`config.mk`:
```
export PLATFORM = sky130hd
export DESIGN_NAME = vreg_bank
export DESIGN_NICKNAME = d
export VERILOG_FILES = /design/src/rtl/vreg_bank.sv
export SDC_FILE = /design/constraint.sdc
export NUM_CORES = 1
export LEC_CHECK = 0
export ABC_AREA = 1
export BUFFER_PORTS_ARGS = -buffer_cell sky130_fd_sc_hd__buf_2
export CAP_MARGIN = 20
export CORE_MARGIN = 10
export CORE_UTILIZATION = 51
export DETAILED_ROUTE_END_ITERATION = 16
export GPL_TIMING_DRIVEN = 0
export PLACE_DENSITY = 0.8
export SLEW_MARGIN = 0
export SYNTH_ARGS = -nofsm -noshare
export SYNTH_HDL_FRONTEND = slang
export SYNTH_SLANG_ARGS = --single-unit
```
`constraint.sdc`:
```
create_clock -name clk -period 2.6 [get_ports clk]
set_clock_uncertainty 0.1 [all_clocks]
set_input_delay 0.26 -clock clk [delete_from_list [all_inputs] [get_ports clk]]
set_output_delay 0.26 -clock clk [all_outputs]
set_load 0.02 [all_outputs]
```
`src/rtl/vreg_bank.sv`:
```
`default_nettype none
// ============================================================================
// Module   : vreg_bank
// Desc     : DEPTH x WIDTH vector register bank: lane-masked write port, two
//            registered read ports with write/clear bypass, and a sequenced
//            clear-all engine. Optional lane parity selected with PARITY_EN.
// Revision : 1.0
// ============================================================================
module vreg_bank #(
    parameter int WIDTH = 16,
    parameter int DEPTH = 8,
    parameter int LANES = 2
) (
    input  logic                     clk,
    input  logic                     rst,
    input  logic                     we,
    input  logic [$clog2(DEPTH)-1:0] waddr,
    input  logic [WIDTH-1:0]         wdata,
    input  logic [LANES-1:0]         wmask,
    output logic                     wr_ready,
    input  logic [$clog2(DEPTH)-1:0] raddr_a,
    output logic [WIDTH-1:0]         rdata_a,
    input  logic [$clog2(DEPTH)-1:0] raddr_b,
    output logic [WIDTH-1:0]         rdata_b,
    input  logic                     clr_req,
    output logic                     clr_busy,
    output logic                     clr_done,
    input  logic                     par_flip,
    output logic                     par_err_a,
    output logic                     par_err_b
);

    localparam int AW = $clog2(DEPTH);
    localparam int LW = WIDTH / LANES;

    typedef enum logic [1:0] {
        S_IDLE  = 2'd0,
        S_CLEAR = 2'd1,
        S_DONE  = 2'd2
    } state_t;

    state_t           r_state;
    state_t           w_state_nxt;
    logic [AW-1:0]    r_cnt;
    logic [AW-1:0]    w_cnt_nxt;
    logic [WIDTH-1:0] r_mem [DEPTH];
    logic [WIDTH-1:0] r_rdata_a;
    logic [WIDTH-1:0] r_rdata_b;
    logic             w_clr_en;
    logic             w_wr_en;
    logic [WIDTH-1:0] w_bitmask;
    logic [WIDTH-1:0] w_wmerge;
    logic [WIDTH-1:0] w_nxt_a;
    logic [WIDTH-1:0] w_nxt_b;

    for (genvar gi = 0; gi < LANES; gi++) begin : g_lane
        assign w_bitmask[gi*LW +: LW] = {LW{wmask[gi]}};
    end

    // ------------------------------------------------------------------
    // Clear sequencer
    // ------------------------------------------------------------------
    always_ff @(posedge clk or negedge rst) begin
        if (!rst) begin
            r_state <= S_IDLE;
            r_cnt   <= '0;
        end else begin
            r_state <= w_state_nxt;
            r_cnt   <= w_cnt_nxt;
        end
    end

    always_comb begin
        w_state_nxt = r_state;
        w_cnt_nxt   = r_cnt;
        case (r_state)
            S_IDLE: begin
                if (clr_req) begin
                    w_state_nxt = S_CLEAR;
                    w_cnt_nxt   = '0;
                end
            end
            S_CLEAR: begin
                w_cnt_nxt = r_cnt + AW'(1);
                if (r_cnt == AW'(DEPTH - 1)) begin
                    w_state_nxt = S_DONE;
                end
            end
            S_DONE:  w_state_nxt = S_IDLE;
            default: w_state_nxt = S_IDLE;
        endcase
    end

    assign clr_busy = (r_state == S_CLEAR);
    assign clr_done = (r_state == S_DONE);
    assign wr_ready = !clr_busy;

    assign w_clr_en = clr_busy;
    assign w_wr_en  = we && wr_ready;
    assign w_wmerge = (r_mem[waddr] & ~w_bitmask) | (wdata & w_bitmask);

    // ------------------------------------------------------------------
    // Storage and read ports; reads see this cycle's clear or write
    // ------------------------------------------------------------------
    always_ff @(posedge clk or negedge rst) begin
        if (!rst) begin
            for (int i = 0; i < DEPTH; i++) begin
                r_mem[i] <= '0;
            end
        end else if (w_clr_en) begin
            r_mem[r_cnt] <= '0;
        end else if (w_wr_en) begin
            r_mem[waddr] <= w_wmerge;
        end
    end

    always_comb begin
        w_nxt_a = r_mem[raddr_a];
        if (w_clr_en && (r_cnt == raddr_a)) begin
            w_nxt_a = '0;
        end else if (w_wr_en && (waddr == raddr_a)) begin
            w_nxt_a = w_wmerge;
        end
    end

    always_comb begin
        w_nxt_b = r_mem[raddr_b];
        if (w_clr_en && (r_cnt == raddr_b)) begin
            w_nxt_b = '0;
        end else if (w_wr_en && (waddr == raddr_b)) begin
            w_nxt_b = w_wmerge;
        end
    end

    always_ff @(posedge clk or negedge rst) begin
        if (!rst) begin
            r_rdata_a <= '0;
            r_rdata_b <= '0;
        end else begin
            r_rdata_a <= w_nxt_a;
            r_rdata_b <= w_nxt_b;
        end
    end

    assign rdata_a = r_rdata_a;
    assign rdata_b = r_rdata_b;

`ifdef PARITY_EN
    logic [LANES-1:0] r_par [DEPTH];
    logic [LANES-1:0] w_wpar;
    logic [LANES-1:0] w_pmerge;
    logic [LANES-1:0] w_npar_a;
    logic [LANES-1:0] w_npar_b;
    logic [LANES-1:0] w_dpar_a;
    logic [LANES-1:0] w_dpar_b;
    logic             r_perr_a;
    logic             r_perr_b;

    // par_flip deliberately corrupts the stored bit so error paths can be exercised
    for (genvar gi = 0; gi < LANES; gi++) begin : g_par
        assign w_wpar[gi]   = (^wdata[gi*LW +: LW]) ^ par_flip;
        assign w_dpar_a[gi] = ^w_nxt_a[gi*LW +: LW];
        assign w_dpar_b[gi] = ^w_nxt_b[gi*LW +: LW];
    end

    assign w_pmerge = (r_par[waddr] & ~wmask) | (w_wpar & wmask);

    always_comb begin
        w_npar_a = r_par[raddr_a];
        if (w_clr_en && (r_cnt == raddr_a)) begin
            w_npar_a = '0;
        end else if (w_wr_en && (waddr == raddr_a)) begin
            w_npar_a = w_pmerge;
        end
    end

    always_comb begin
        w_npar_b = r_par[raddr_b];
        if (w_clr_en && (r_cnt == raddr_b)) begin
            w_npar_b = '0;
        end else if (w_wr_en && (waddr == raddr_b)) begin
            w_npar_b = w_pmerge;
        end
    end

    always_ff @(posedge clk or negedge rst) begin
        if (!rst) begin
            for (int i = 0; i < DEPTH; i++) begin
                r_par[i] <= '0;
            end
            r_perr_a <= 1'b0;
            r_perr_b <= 1'b0;
        end else begin
            if (w_clr_en) begin
                r_par[r_cnt] <= '0;
            end else if (w_wr_en) begin
                r_par[waddr] <= w_pmerge;
            end
            r_perr_a <= |(w_dpar_a ^ w_npar_a);
            r_perr_b <= |(w_dpar_b ^ w_npar_b);
        end
    end

    assign par_err_a = r_perr_a;
    assign par_err_b = r_perr_b;
`else
    logic w_unused_par_flip;
    assign w_unused_par_flip = par_flip;
    assign par_err_a = 1'b0;
    assign par_err_b = 1'b0;
`endif

endmodule
`default_nettype wire

```
### Yosys cells after proc, flatten, opt, wreduce, memory -nomap -nowiden

Index checks and enable logic that the tools add are counted.
Widths: inputs -> output; s select.

| storage, ports and cells | value |
|---|---|
| register bits | 165 |
| bits of input ports | 32 |
| output and inout bits | 37 |
| logic and storage cells | 76 |

| operators by class | value |
|---|---|
| add/subtract/negate cells | 1 |
| magnitude comparators | 6 |
| eq/ne operators | 9 |
| mux-type cells | 25 |
| bitwise gates (word level) | 10 |
| reductions and logical operators | 13 |

Operator list:

| kind | number |
|---|---|
| $mux 128 | 2 |
| $mux 16 | 12 |
| $bmux 16 s3 | 3 |
| $and 128x128->128 | 1 |
| $bwmux 128 | 1 |
| $not 128->128 | 1 |
| $demux 16 s3 | 2 |
| $and 16x16->16 | 2 |
| $ge 4x4->1 const B | 4 |
| $not 16->16 | 1 |
| $not 3->4 | 4 |
| $or 16x16->16 | 1 |
| $eq 3x3->1 | 4 |
| $lt 4x1->1 const B | 2 |
| $logic_and 1x1->1 | 7 |
| $pmux 3 s2 | 1 |
| $mux 2 | 2 |
| $pmux 2 s2 | 1 |
| $reduce_and 2->1 | 2 |
| $reduce_bool 2->1 | 2 |
| $add 3x1->3 const B | 1 |
| $eq 3x3->1 const B | 1 |
| $mux 3 | 1 |
| $eq 2x1->1 const B | 1 |
| other kinds (5) | 5 |

### Longest topological paths before layout

| depth | value |
|---|---|
| word-level depth | 9 |
| gate-level depth with buffers | 11 |

### Least setup slack after synthesis

Ideal clock, no wire load.

| path | value |
|---|---|
| kind | flip-flop to flip-flop |
| from | register r_state[1] |
| to | register r_mem[54] (netlist bit) |
| setup time | 0.134 ns |
| arrival | 1.481 ns |
| data required time | 2.366 ns |
| path slack | 0.885 ns |
| cell stages (with the launch flop) | 10 |
| path buffers | 1 |
| period minus slack after synthesis | 1.715 ns |
| path through | dfrtp_1 nor2_8 inv_6 nor2_4 inv_1 o21ai_2 inv_2 buf_4 nand2_1 o21ai_0 |

| between the ends | value |
|---|---|
| cells in the longest elaborated chain, start to end | 4 |
| elaborated cells on any way between the ends | 5 |

RTL lines:

| what | line | source |
|---|---|---|
| start, declared | 42 | `state_t r_state;` |
| start signal, assigned | 68 | `r_state <= w_state_nxt;` |
| $eq 2x1->1 | 94 | `assign clr_busy = (r_state == S_CLEAR);` |
| net clr_busy | 26 | `output logic clr_busy,` |
| $logic_not 1->1 | 96 | `assign wr_ready = !clr_busy;` |
| net wr_ready | 20 | `output logic wr_ready,` |
| $logic_and 1x1->1 | 99 | `assign w_wr_en = we && wr_ready;` |
| $reduce_bool 2->1 (no line) | n/a |  |
| end signal, assigned by index | 113 | `r_mem[waddr] <= w_wmerge;` |
| end, declared | 46 | `logic [WIDTH-1:0] r_mem [DEPTH];` |

The timed path passes the listed nets, and every way through them passes these cells.
A chain may end at the register's enable or synchronous reset.

### Final worst setup path

| path | value |
|---|---|
| from | register r_cnt[0] |
| to | register r_rdata_a[10], in the netlist rdata_a[10] |

| between the ends | value |
|---|---|
| cells in the longest elaborated chain, start to end | 3 |

RTL lines:

| what | line | source |
|---|---|---|
| start, declared | 44 | `logic [AW-1:0] r_cnt;` |
| start signal, assigned | 69 | `r_cnt <= w_cnt_nxt;` |
| $eq 3x3->1 | 119 | `if (w_clr_en && (r_cnt == raddr_a)) begin` |
| $logic_and 1x1->1 | 119 |  |
| $mux 16 | 119 |  |
| net w_nxt_a[10] | 53 | `logic [WIDTH-1:0] w_nxt_a;` |
| end signal, assigned | 140 | `r_rdata_a <= w_nxt_a;` |
| end, declared | 47 | `logic [WIDTH-1:0] r_rdata_a;` |

The timed path passes the listed nets, and every way through them passes these cells.

==> metrics.txt <==
Detailed Place HPWL=between 30000 and 40000 um; max cap viols=0; clock root buffer=clkbuf_16; clk buf depth=2; area leader, netlist=dfrtp_1; first-pass iteration count of the detailed router=6; Synth top area share=between 40% and 50%; CP arrival=about 2.6 ns; FF-to-FF Start=r_cnt[0]; Synth area leaders=dfrtp_1 (41%), nand2_1 (17%), nand3_1 (11%); final hold violations=0; core area=19400 um^2; R2R Path End=rdata_a[10]; number of synthesized flops with an enable pin=0; Syn Area/Cell=7.09 um^2; sequential cell area fraction in the yosys report=approximately two fifths; DR vias=roughly 11000; ratio of cells with drive above 1 in the final layout=between 10 and 15%; antenna violation net count after detailed routing=0; DRC=0; Leak Pwr=about 5.2 nW; routability cong.=1.04; gate count of the mapped netlist=between 1000 and 1500; Die ar.=approximately 26000 um^2; row cnt=51; top_reg_cell synth=dfrtp_1; setup bufs post-CTS=0; Max-slew headroom=between 30% and 40%; worst hold start=clr_req; Total GRT Usage=about a third; ANT cells=0; Crit Path Max Fanout=10; required time of the worst setup path=2.85 ns; outcome=complete, no violations; PostCTS Resize Cnt=0; Max IR drop VDD=slightly below 0.0007 V; largest net degree at the start of global routing=a little over 90; routed length per instance=24.5 um; Final Setup Violations=0; power density over the cells=between 1000 and 1500 nW/um^2; port bufs=56; asr flop ratio synth=100%; final critical-path required period=roughly 2.3 ns; Nets=roughly 1500; DR vias/cell=6.17; worst-margin pin slew=0.902 ns; vias in the first global route=between 10000 and 15000; fin cells=between 1500 and 2000; Distinct cells, synth=42; Initial Util=51.5%; Hold Path Sink=r_state[0]; r2r worst-path depth=7; clk_lat worst skew=0.45 ns; H-tree levels=4; CP Class=reg2reg; f_max=432 MHz; DIE WIDTH=roughly 160 um; RSZ-0062 raised after global routing=false; mapped cell area=~10000 um^2; CTS Buf Count=17; first-pass GRT wire length=approximately 65000 um; clk slew on worst S/H paths=0.08 ns; initial DRC count=approximately 1900; Crit. End Element=flip-flop; TritonCTS clock tree=built; # fillers=1894; setup slack, reg-to-reg=0.28 ns; Total Wirelength=43200 um; Final Max Slew Viols=0; P&R area growth vs syn=12.8%; Hold Buf Count CTS=1; Ports=~70; GR Overflow Total=0; post-route clock period utilization=89.1%; Die Ht=~160 um; Hold Path Cell Cnt=3; Hold Slack=roughly 0.017 ns; Ys Warns=0; placed cell count=1732; initial antenna violation count=0; Startpoint Class=flip-flop; min-delay worst type=in2reg; Seq cells post-synth=around 170; clock sinks=about 170
==> cell families (layout without fill, tap and decap cells) <==
logic type      Yosys count  after routing  share of synthesized area (%)
simple gates            784            784                           34.2
flops                   165            165                           41.3
other cells               1              2                         0.0375
fa+ha+maj                 2              2                          0.250
compound gates          281            281                           15.7
xor+xnor                  4              4                          0.351
buf+inv                 172            262                           8.19
==> per-stage QoR <==
stage / utilization (%) / area (um^2) / total power, mW / worst slack (ns) / setup TNS, ns
floorplan: - / 10000 / 6.88 / 0.885 / 0
global placement: 54.7 / 10600 / 8.29 / -1.34 / -216.93
detailed placement: 54.9 / 10600 / 8.41 / 0.224 / 0
CTS: 58.1 / 11300 / 11.1 / 0.336 / 0
global route: 58.1 / 11300 / 11.9 / 0.188 / 0
finish: 58.1 / 11300 / 11.3 / 0.283 / 0
==> registers in the layout, summed over array words and instances, names as in the netlist <==
| name | count |
|---|---|
| r_mem | 128 |
| r_state | 2 |
| rdata_b | 16 |
| r_cnt | 3 |
| rdata_a | 16 |
==> placed cells by master, fill, tap and decap left out, types with 3 or more instances in the layout <==
cell type / Yosys / layout
or2_2: 8 / 8
clkbuf_16: 0 / 17
inv_4: 3 / 3
nor3_1: 4 / 4
clkbuf_1: 37 / 38
inv_2: 15 / 15
inv_8: 0 / 4
nand3_1: 219 / 219
nand4_1: 15 / 15
a21oi_2: 3 / 3
buf_4: 15 / 15
a21oi_1: 73 / 73
nor2_1: 61 / 61
o211ai_1: 20 / 20
nand2_1: 448 / 448
inv_6: 1 / 4
buf_6: 10 / 10
o21ai_1: 45 / 45
nor2_2: 3 / 3
buf_2: 20 / 75
nand3_2: 4 / 4
o21ai_0: 128 / 128
buf_1: 7 / 7
dfrtp_1: 165 / 165
o22ai_1: 4 / 4
nand2_4: 3 / 3
nand2_2: 14 / 14
clkbuf_2: 3 / 3
inv_1: 59 / 59
==> metal layers <==
metal | vias up | part of all wire, % | track usage, % | wire length, um
li1 | 4843 | - | - | -
met1 | 5070 | 41 | 45.2 | 17500
met2 | 825 | 42 | 47.3 | 17900
met3 | 150 | 13 | 10.2 | 5760
met4 | 2 | 4.5 | 14.4 | 1960
met5 | - | 0.081 | 0 | 35
==> final cells by class <==
class                      count  area [um^2]  area share [%]
tap                          265          332            2.94
multi-input combinational   1073         5050            44.8
buffer                        92          505            4.48
sequential                   165         4130            36.6
inverter                      80          313            2.77
clock inverter                14          189            1.68
clock buffer                  18          429            3.81
timing repair buffer          58          328            2.91
==> synth_stat cells, types with 7 or more instances <==
cell / count
nand4_1: 15
buf_2: 20
a21oi_1: 73
nand2_2: 14
dfrtp_1: 165
clkbuf_1: 37
inv_2: 15
nor2_1: 61
o21ai_1: 45
nand3_1: 219
buf_6: 10
buf_4: 15
o21ai_0: 128
inv_1: 59
buf_1: 7
o211ai_1: 20
or2_2: 8
nand2_1: 448
==> how the worst max path moves through the flow <==
stage | start | cells past startpoint | end
global route | r_cnt[0] | 7 | rdata_a[10]
global placement | rst | 1 | r_mem[28]
floorplan | r_state[1] | 9 | r_mem[54]
finish | r_cnt[0] | 7 | rdata_a[10]
CTS | r_cnt[0] | 7 | rdata_a[10]
detailed placement | waddr[1] | 6 | r_mem[11]
==> power by group <==
part           total [mW]  internal (mW)  switching (mW)
clock network        2.70           1.47            1.23
registers            4.51           3.50            1.01
logic                4.08           1.29            2.78
==> critical path, stage by stage (launching register included) <==
cell and delay [ns]:
dfrtp_1 0.38, buf_2 0.23, o22ai_1 0.19, a21oi_1 0.06, nand3_1 0.36, clkbuf_1 0.56
nand2_1 0.16, a21oi_1 0.19
(Power assumes the default switching activity.)
